`src/rtl/cpu_pkg.sv`:
```
// Shared CPU definitions: reset PC, nop word and
// the fetch state encoding used by fetch_unit.
package cpu_pkg;

    localparam logic [31:0] PC_INIT_DEFAULT = 32'h0000_3000;
    localparam logic [31:0] NOP_WORD        = 32'h0000_0000;

    localparam logic [1:0] ST_IDLE = 2'b00;
    localparam logic [1:0] ST_REQ  = 2'b01;
    localparam logic [1:0] ST_WAIT = 2'b10;
    localparam logic [1:0] ST_HOLD = 2'b11;

endpackage

```
`src/rtl/fetch_pc_reg.sv`:
```
// Fetch PC register: reset value, redirect load
// (highest priority) and sequential +4 increment.
module fetch_pc_reg
    import cpu_pkg::*;
#(
    parameter logic [31:0] PC_INIT = PC_INIT_DEFAULT
) (
    input  logic        clk,
    input  logic        reset,
    input  logic        load,
    input  logic        inc,
    input  logic [31:0] target,
    output logic [31:0] pc
);

    // Redirect beats increment; +4 wraps modulo 2^32.
    always_ff @(posedge clk or posedge reset) begin
        if (reset)
            pc <= PC_INIT;
        else if (load)
            pc <= target;
        else if (inc)
            pc <= pc + 32'd4;
    end

endmodule

```
`src/rtl/fetch_unit.sv`:
```
// Instruction fetch FSM with a one-entry IR buffer.
// Optional macro FETCH_ALIGN_CHECK_EN: misaligned redirect raises AdEL.
module fetch_unit
    import cpu_pkg::*;
#(
    parameter logic [31:0] PC_INIT = PC_INIT_DEFAULT
) (
    input  logic        clk,
    input  logic        reset,
    input  logic        Stalk,
    input  logic        Redirect,
    input  logic [31:0] RedirectPC,
    output logic        ImReq,
    output logic [31:0] ImAddr,
    input  logic        ImGnt,
    input  logic        ImRvalid,
    input  logic [31:0] ImRdata,
    output logic [31:0] NextIDIR,
    output logic [31:0] NextIDPC,
    output logic [31:0] NextIDPC_8,
    output logic        FetchValid,
    output logic        AdEL
);

    logic [1:0]  state;
    logic [1:0]  state_nxt;
    logic [31:0] pc;
    logic [31:0] ir_buf;
    logic [31:0] target;
    logic        drop;
    logic        drop_nxt;
    logic        pc_load;
    logic        pc_inc;
    logic        buf_load;
    logic        buf_clr;
    logic        mis;
    logic        granted;

`ifdef FETCH_ALIGN_CHECK_EN
    logic adel;

    assign target = RedirectPC;
    assign mis    = Redirect && (RedirectPC[1:0] != 2'b00);
    assign AdEL   = adel && FetchValid;

    // AdEL tracks the last redirect until the
    // presented word is consumed or replaced.
    always_ff @(posedge clk or posedge reset) begin
        if (reset)
            adel <= 1'b0;
        else if (Redirect)
            adel <= mis;
        else if (buf_load || pc_inc)
            adel <= 1'b0;
    end
`else
    assign target = RedirectPC & ~32'h3;
    assign mis    = 1'b0;
    assign AdEL   = 1'b0;
`endif

    // A pending drop blocks new requests so at most
    // one request is ever outstanding.
    assign ImReq   = (state == ST_REQ) && !drop;
    assign ImAddr  = pc;
    assign granted = ImReq && ImGnt;

    assign FetchValid = (state == ST_HOLD);
    assign NextIDIR   = FetchValid ? ir_buf : NOP_WORD;
    assign NextIDPC   = FetchValid ? pc : NOP_WORD;
    assign NextIDPC_8 = FetchValid ? pc + 32'd8 : NOP_WORD;

    fetch_pc_reg #(
        .PC_INIT (PC_INIT)
    ) u_pc (
        .clk    (clk),
        .reset  (reset),
        .load   (pc_load),
        .inc    (pc_inc),
        .target (target),
        .pc     (pc)
    );

    // Next-state logic; Redirect wins over grant and consume.
    always_comb begin
        state_nxt = state;
        drop_nxt  = drop;
        pc_load   = 1'b0;
        pc_inc    = 1'b0;
        buf_load  = 1'b0;
        buf_clr   = 1'b0;
        if (drop && ImRvalid)
            drop_nxt = 1'b0;
        case (state)
            ST_IDLE: state_nxt = ST_REQ;
            ST_REQ: begin
                if (Redirect) begin
                    pc_load = 1'b1;
                    if (granted)
                        drop_nxt = 1'b1;
                    if (mis) begin
                        state_nxt = ST_HOLD;
                        buf_clr   = 1'b1;
                    end else if (granted) begin
                        state_nxt = ST_WAIT;
                    end
                end else if (granted) begin
                    state_nxt = ST_WAIT;
                end
            end
            ST_WAIT: begin
                if (drop) begin
                    if (Redirect)
                        pc_load = 1'b1;
                    if (mis) begin
                        state_nxt = ST_HOLD;
                        buf_clr   = 1'b1;
                    end else if (ImRvalid) begin
                        state_nxt = ST_REQ;
                    end
                end else if (Redirect) begin
                    pc_load  = 1'b1;
                    drop_nxt = !ImRvalid;
                    if (mis) begin
                        state_nxt = ST_HOLD;
                        buf_clr   = 1'b1;
                    end else if (ImRvalid) begin
                        state_nxt = ST_REQ;
                    end
                end else if (ImRvalid) begin
                    buf_load  = 1'b1;
                    state_nxt = ST_HOLD;
                end
            end
            ST_HOLD: begin
                if (Redirect) begin
                    pc_load   = 1'b1;
                    buf_clr   = 1'b1;
                    state_nxt = mis ? ST_HOLD : ST_REQ;
                end else if (!Stalk) begin
                    pc_inc    = 1'b1;
                    state_nxt = ST_REQ;
                end
            end
        endcase
    end

    // FSM state and response-drop flag.
    always_ff @(posedge clk or posedge reset) begin
        if (reset) begin
            state <= ST_IDLE;
            drop  <= 1'b0;
        end else begin
            state <= state_nxt;
            drop  <= drop_nxt;
        end
    end

    // IR buffer: captured on a live response,
    // cleared to a nop when discarded.
    always_ff @(posedge clk or posedge reset) begin
        if (reset)
            ir_buf <= NOP_WORD;
        else if (buf_clr)
            ir_buf <= NOP_WORD;
        else if (buf_load)
            ir_buf <= ImRdata;
    end

endmodule

```
`config.mk`:
```
export PLATFORM = sky130hd
export DESIGN_NAME = fetch_unit
export DESIGN_NICKNAME = d
export VERILOG_FILES = /design/src/rtl/cpu_pkg.sv /design/src/rtl/fetch_pc_reg.sv /design/src/rtl/fetch_unit.sv
export SDC_FILE = /design/constraint.sdc
export NUM_CORES = 1
export LEC_CHECK = 0
export ABC_AREA = 1
export ABC_CLOCK_PERIOD_IN_PS = 1750
export BUFFER_PORTS_ARGS = -buffer_cell sky130_fd_sc_hd__buf_2
export CORE_MARGIN = 8
export CORE_UTILIZATION = 46
export CTS_BUF_LIST = sky130_fd_sc_hd__clkbuf_8
export CTS_CLUSTER_SIZE = 20
export DETAILED_ROUTE_END_ITERATION = 10
export PLACE_DENSITY = 0.87
export SYNTH_ARGS = -nofsm -noshare
export SYNTH_HDL_FRONTEND = slang
export SYNTH_SLANG_ARGS = --single-unit
```
`constraint.sdc`:
```
create_clock -name clk -period 1.75 [get_ports clk]
set_input_delay 0.175 -clock clk [delete_from_list [all_inputs] [get_ports clk]]
set_output_delay 0.175 -clock clk [all_outputs]
set_load 0.05 [all_outputs]
```
==> summary.md, run 1 <==
| Metric | Value |
|---|---|
| Outcome | stopped before the end |
| Fail Step | global routing (5_1_grt) |
| Stop Error | [ERROR GRT-0232] Routing congestion too high. Check the congestion heatmap in the GUI. |
| Post-synth EDFFs | 0 |
| Cell variety after synth | 37 |
| Netlist Area Pre-Place | 5050 sq um |
| Worst End Pin Type | primary output |
| Post-synthesis area per instance | 6.28 sq um |
| Synth Warn # | 0 |
| Post-synth ARST share | 100% |
| Worst-case clock buffer depth | 2 |
| Initial Util | 46.8% |
| Num CTS Buffers | 9 |
| Die height | 121 um |
| Most frequent cell after synthesis | nand2_1 |
| Yosys reg bits | 65 |
| Worst endpoint, post-GRT repair | NextIDPC_8[28] |
| Placed Instance Area | 7150 sq um |
| CTS H-tree lvls | 3 |
| Top cell type's share of synthesized area | 31.2% |
| Port Buffers | 191 |
| GRT Residual Overflow | 280 |
| Top cells by area, synth | dfrtp_1 31%, nand2_1 16%, inv_1 11% |
| Mapped Cells | 805 |
| # IOs | 201 |
| Pin count of the biggest net entering global routing | 46 |
| Initial antenna violation count | 10 |
| Area leader, netlist | dfrtp_1 |
| Sink Count | 65 |
| Top post-synthesis cells by count | 218 x nand2_1, 150 x inv_1, 76 x nor2_1 |
| Sequential share of the synthesized area | 32.2% |
| Root Buffer | clkbuf_8 |
| GRT Util Overall | 79.3% |
| Detailed Place HPWL | 14,000 um |
| Dpl ws | -0.183 ns |
| Site Rows | 38 |
| Main synth FF type | dfrtp_1 |
| Die Width | 121 um |
| GPL Wtd Cong | 0.908 |
timing repair:
item,in CTS
endpoints found under the hold margin,18
pin swaps,41
setup buffers,24
endpoints found under the setup margin,68
hold buffers,1
cloned,6
gates resized for setup,317
through the flow:
step | std cells | hold WS [ns] | setup TNS [ns]
after floorplan | 811 | 0.311 | -2.78
after global placement | 1182 | 0.225 | -0.458
after detailed placement | 1182 | 0.220 | -0.932
after CTS | 1229 | 0.0487 | -10.67
logic make-up after synthesis:
logic type / synth area share [%]
AO/OA/AOI/OAI: 12.4
AND/OR/NAND/NOR: 36.2
other: 0.0742
buffers and inverters: 15.8
multiplexers: 0.198
flip-flops: 32.2
adder cells (fa/ha/maj): 1.49
XOR/XNOR: 1.56
layer usage:
layer  track usage [%]  overflow
met1              73.7         3
met2              95.0       190
met3              70.3         2
met4              86.8        85
met5              24.3         0
==> run 2: changes to the inputs <==
--- a/config.mk
+++ b/config.mk
@@ -6,14 +6,12 @@
 export NUM_CORES = 1
 export LEC_CHECK = 0
 export ABC_AREA = 1
-export ABC_CLOCK_PERIOD_IN_PS = 1750
+export ABC_CLOCK_PERIOD_IN_PS = 2270
 export BUFFER_PORTS_ARGS = -buffer_cell sky130_fd_sc_hd__buf_2
 export CORE_MARGIN = 8
-export CORE_UTILIZATION = 46
-export CTS_BUF_LIST = sky130_fd_sc_hd__clkbuf_8
-export CTS_CLUSTER_SIZE = 20
+export CORE_UTILIZATION = 40
 export DETAILED_ROUTE_END_ITERATION = 10
-export PLACE_DENSITY = 0.87
+export PLACE_DENSITY_LB_ADDON = 0.15
 export SYNTH_ARGS = -nofsm -noshare
 export SYNTH_HDL_FRONTEND = slang
 export SYNTH_SLANG_ARGS = --single-unit
==> constraint.sdc (replaced) <==
create_clock -name clk -period 2.27 [get_ports clk]
set_input_delay 0.227 -clock clk [delete_from_list [all_inputs] [get_ports clk]]
set_output_delay 0.227 -clock clk [all_outputs]
set_load 0.05 [all_outputs]
==> run 2 against run 1 <==
The run now ends clean; synthesized area stayed put; synthesized cell count stayed put.
==> summary.md, run 2 <==
| Metric | Value |
|---|---|
| Final hold vios | 0 |
| Most frequent cells in the layout | 213 x nand2_1, 173 x buf_2, 148 x inv_1, 63 x nand3_1 |
| GPL Wtd Cong | 0.873 |
| VDD IR max | 0.613 mV |
| Skew-Pair Late Insertion Delay | 0.33 ns |
| Top cell type's share of synthesized area | 31.2% |
| Pin count of the biggest net entering global routing | 54 |
| Final min period | 2.22 ns |
| Root Buffer | clkbuf_16 |
| PD cells | 1530 nW/um^2 |
| Final setup fails | 0 |
| Global-route wire length before repair | 27,600 um |
| Hold Path Stages | 3 |
| Synth Warn # | 0 |
| Max reg flops | 32 |
| Initial antenna violation count | 0 |
| Top flop regs | ir_buf x32, u_pc.pc x30, state x2 |
| Flop pwr share | 22.0% |
| Die Width | 128 um |
| Cell area after layout | 6920 sq um |
| Sink Count | 65 |
| Post-synth EDFFs | 0 |
| Final Skew | 0.00482 ns |
| GRT Residual Overflow | 0 |
| Post-synth ARST share | 100% |
| Hold Crit Class | in -> reg |
| Vias/cell | 4.72 |
| Nature of the critical path endpoint | output port |
| R2R Path Start | u_pc.pc[3] |
| Mapped Cells | 805 |
| CP Cell Sequence | ha_4, nand2_2, nor2_4, nand2_4, nor2_4, nand2_2, xor2_1, nor2_2, buf_6 |
| Port Buffers | 191 |
| Cell internal pwr | 4.44 mW |
| RSZ-0062 raised after global routing | yes |
| Vias post-DR | 5,583 |
| Netlist Area Pre-Place | 5050 sq um |
| Top cells by area, synth | dfrtp_1 31%, nand2_1 16%, inv_1 11% |
| Worst Hold Path EP | ir_buf[2] |
| Commonest non-fill, non-tap cell in the layout | nand2_1 |
| Worst-case clock buffer depth | 2 |
| Leakage power | 3.97 nW |
| Worst r2r dst | u_pc.pc[30] |
| Most frequent cell after synthesis | nand2_1 |
| Site Rows | 41 |
| Dpl ws | 0.155 ns |
| Drt initial violations | 314 |
| Max_slew headroom | 62.3% |
| Final wirelength | 17,400 um |
| Detailed Place HPWL | 13,100 um |
| Initial Util | 40.6% |
| Post-layout util | 55.5% |
| Slowest CP cell | dfrtp_2 |
| Post-route ant nets | 0 |
| Worst slew pin tran | 0.566 ns |
| Number of global-route vias before repair | 5,348 |
| WHS | 0.131 ns |
| CTS H-tree lvls | 3 |
| Placed Instance Area | 6360 sq um |
| Pre-antenna DRT Iters | 5 |
| R2R Setup Slk | 0.39 ns |
| Clock power frac | 13.5% |
| Logic pwr share | 64.5% |
| Max incr delay on CP | 0.42 ns |
| Area grow syn2layout | 37.0% |
| Net Sw Power | 6.17 mW |
| CTS tree | done |
| Area leader, netlist | dfrtp_1 |
| Largest Register | ir_buf |
| Cell variety after synth | 37 |
| Worst EP arrival | 1.99 ns |
| Sequential share of the synthesized area | 32.2% |
| Outcome | finished clean |
| GRT Util Overall | 20.9% |
| DR DRC count | 0 |
| Post-synthesis area per instance | 6.28 sq um |
| Share of cells above drive strength 1 | 34.1% |
| Die height | 128 um |
| Num CTS Buffers | 9 |
| DR WL/cell | 14.7 um |
| Main synth FF type | dfrtp_1 |
| Yosys reg bits | 65 |
| Sw Ratio | 58.1% |
| WS Path Type | reg -> out |
| Max Fclk | 450 MHz |
| Final worst-path cycle share | 97.8% |
| CP startpoint kind | register |
| Top post-synthesis cells by count | 218 x nand2_1, 150 x inv_1, 76 x nor2_1 |
| Fin nets | 1,083 |
| Hold path startpoint | ImRdata[2] |
| Die area | 16,500 sq um |
| Final worst slack | 0.0496 ns |
| Max-cap viol count | 0 |
| R2R cell count | 11 |
| Final Max Tran Viols | 0 |
| Pwr Total | 10.6 mW |
| Antenna diode count | 0 |
| Clock transition at path regs | 0.06 ns |
| WP data required | 2.04 ns |
| Crit Path Max Fanout | 5 |
| # IOs | 201 |
| Core area | 12,500 sq um |
[run 2: critical path: cells and delay by family, from the launching register on]
kind / cells / cell delay, ns
and+or+nand+nor: 6 / 0.75
DFF: 1 / 0.42
buffers and inverters: 1 / 0.17
adders and majority gates: 1 / 0.16
xor gates and xnor gates: 1 / 0.15
[run 2: how the worst max path moves through the flow]
stage          cells past startpoint  slack [ns]        from              to
2_1_floorplan                      6       -0.07    state[0]  NextIDPC_8[20]
3_3_place_gp                       9        0.17  u_pc.pc[4]  NextIDPC_8[29]
3_5_place_dp                       9        0.15  u_pc.pc[4]  NextIDPC_8[29]
4_1_cts                            9       -0.04  u_pc.pc[4]  NextIDPC_8[29]
5_1_grt                            9       -0.04  u_pc.pc[4]  NextIDPC_8[29]
6_report                           9        0.05  u_pc.pc[4]  NextIDPC_8[29]
[run 2: kinds of logic after synthesis]
group	count (synthesis)	synth area share [%]
compound gates	116	12.4
xor+xnor	9	1.56
fa+ha+maj	6	1.49
buf+inv	197	15.8
flops	65	32.2
mux	1	0.198
other cells	1	0.0742
simple gates	410	36.2
[run 2: area by class of cell]
type	instances	area, sq um
inverter	153	574
multi-input combinational	549	2840
fill	1283	5540
clock buffer	10	239
timing repair buffer	229	1350
clock inverter	5	56.3
tap	172	215
sequential	65	1650
[run 2: power by group through the flow]
stage               clock (mW)  combinational, mW  sequential [mW]
detailed placement           0               6.54             2.32
floorplan                    0               4.13             3.04
global route              1.50               7.41             2.44
CTS                       1.44               6.63             2.31
global placement             0               6.50             2.33
finish                    1.43               6.85             2.34
[run 2: per-stage QoR]
step	setup TNS, ns	std cells
2_1_floorplan	-0.124	811
3_3_place_gp	0	1157
3_5_place_dp	0	1157
4_1_cts	-0.0354	1175
5_1_grt	-0.0884	1183
6_report	0	1183
[run 2: metal layers]
| layer | vias to the layer above | share of wire, % | global-route usage (%) |
|---|---|---|---|
| met3 | 16 | 7.8 | 5.71 |
| met2 | 199 | 48 | 35.2 |
| met5 | - | 0 | 0 |
| li1 | 2848 | - | - |
| met1 | 2520 | 43 | 25.9 |
| met4 | 0 | 1.2 | 4.90 |
[run 2: timing repair]
item | in CTS | in global routing
hold endpoints to repair | 20 | 0
setup endpoints to repair | 16 | 19
hold buffers | 1 | 0
buffers inserted | 2 | 8
pin swaps | 0 | 9
resized for setup | 20 | 43
Power figures use the tool's default switching activity.
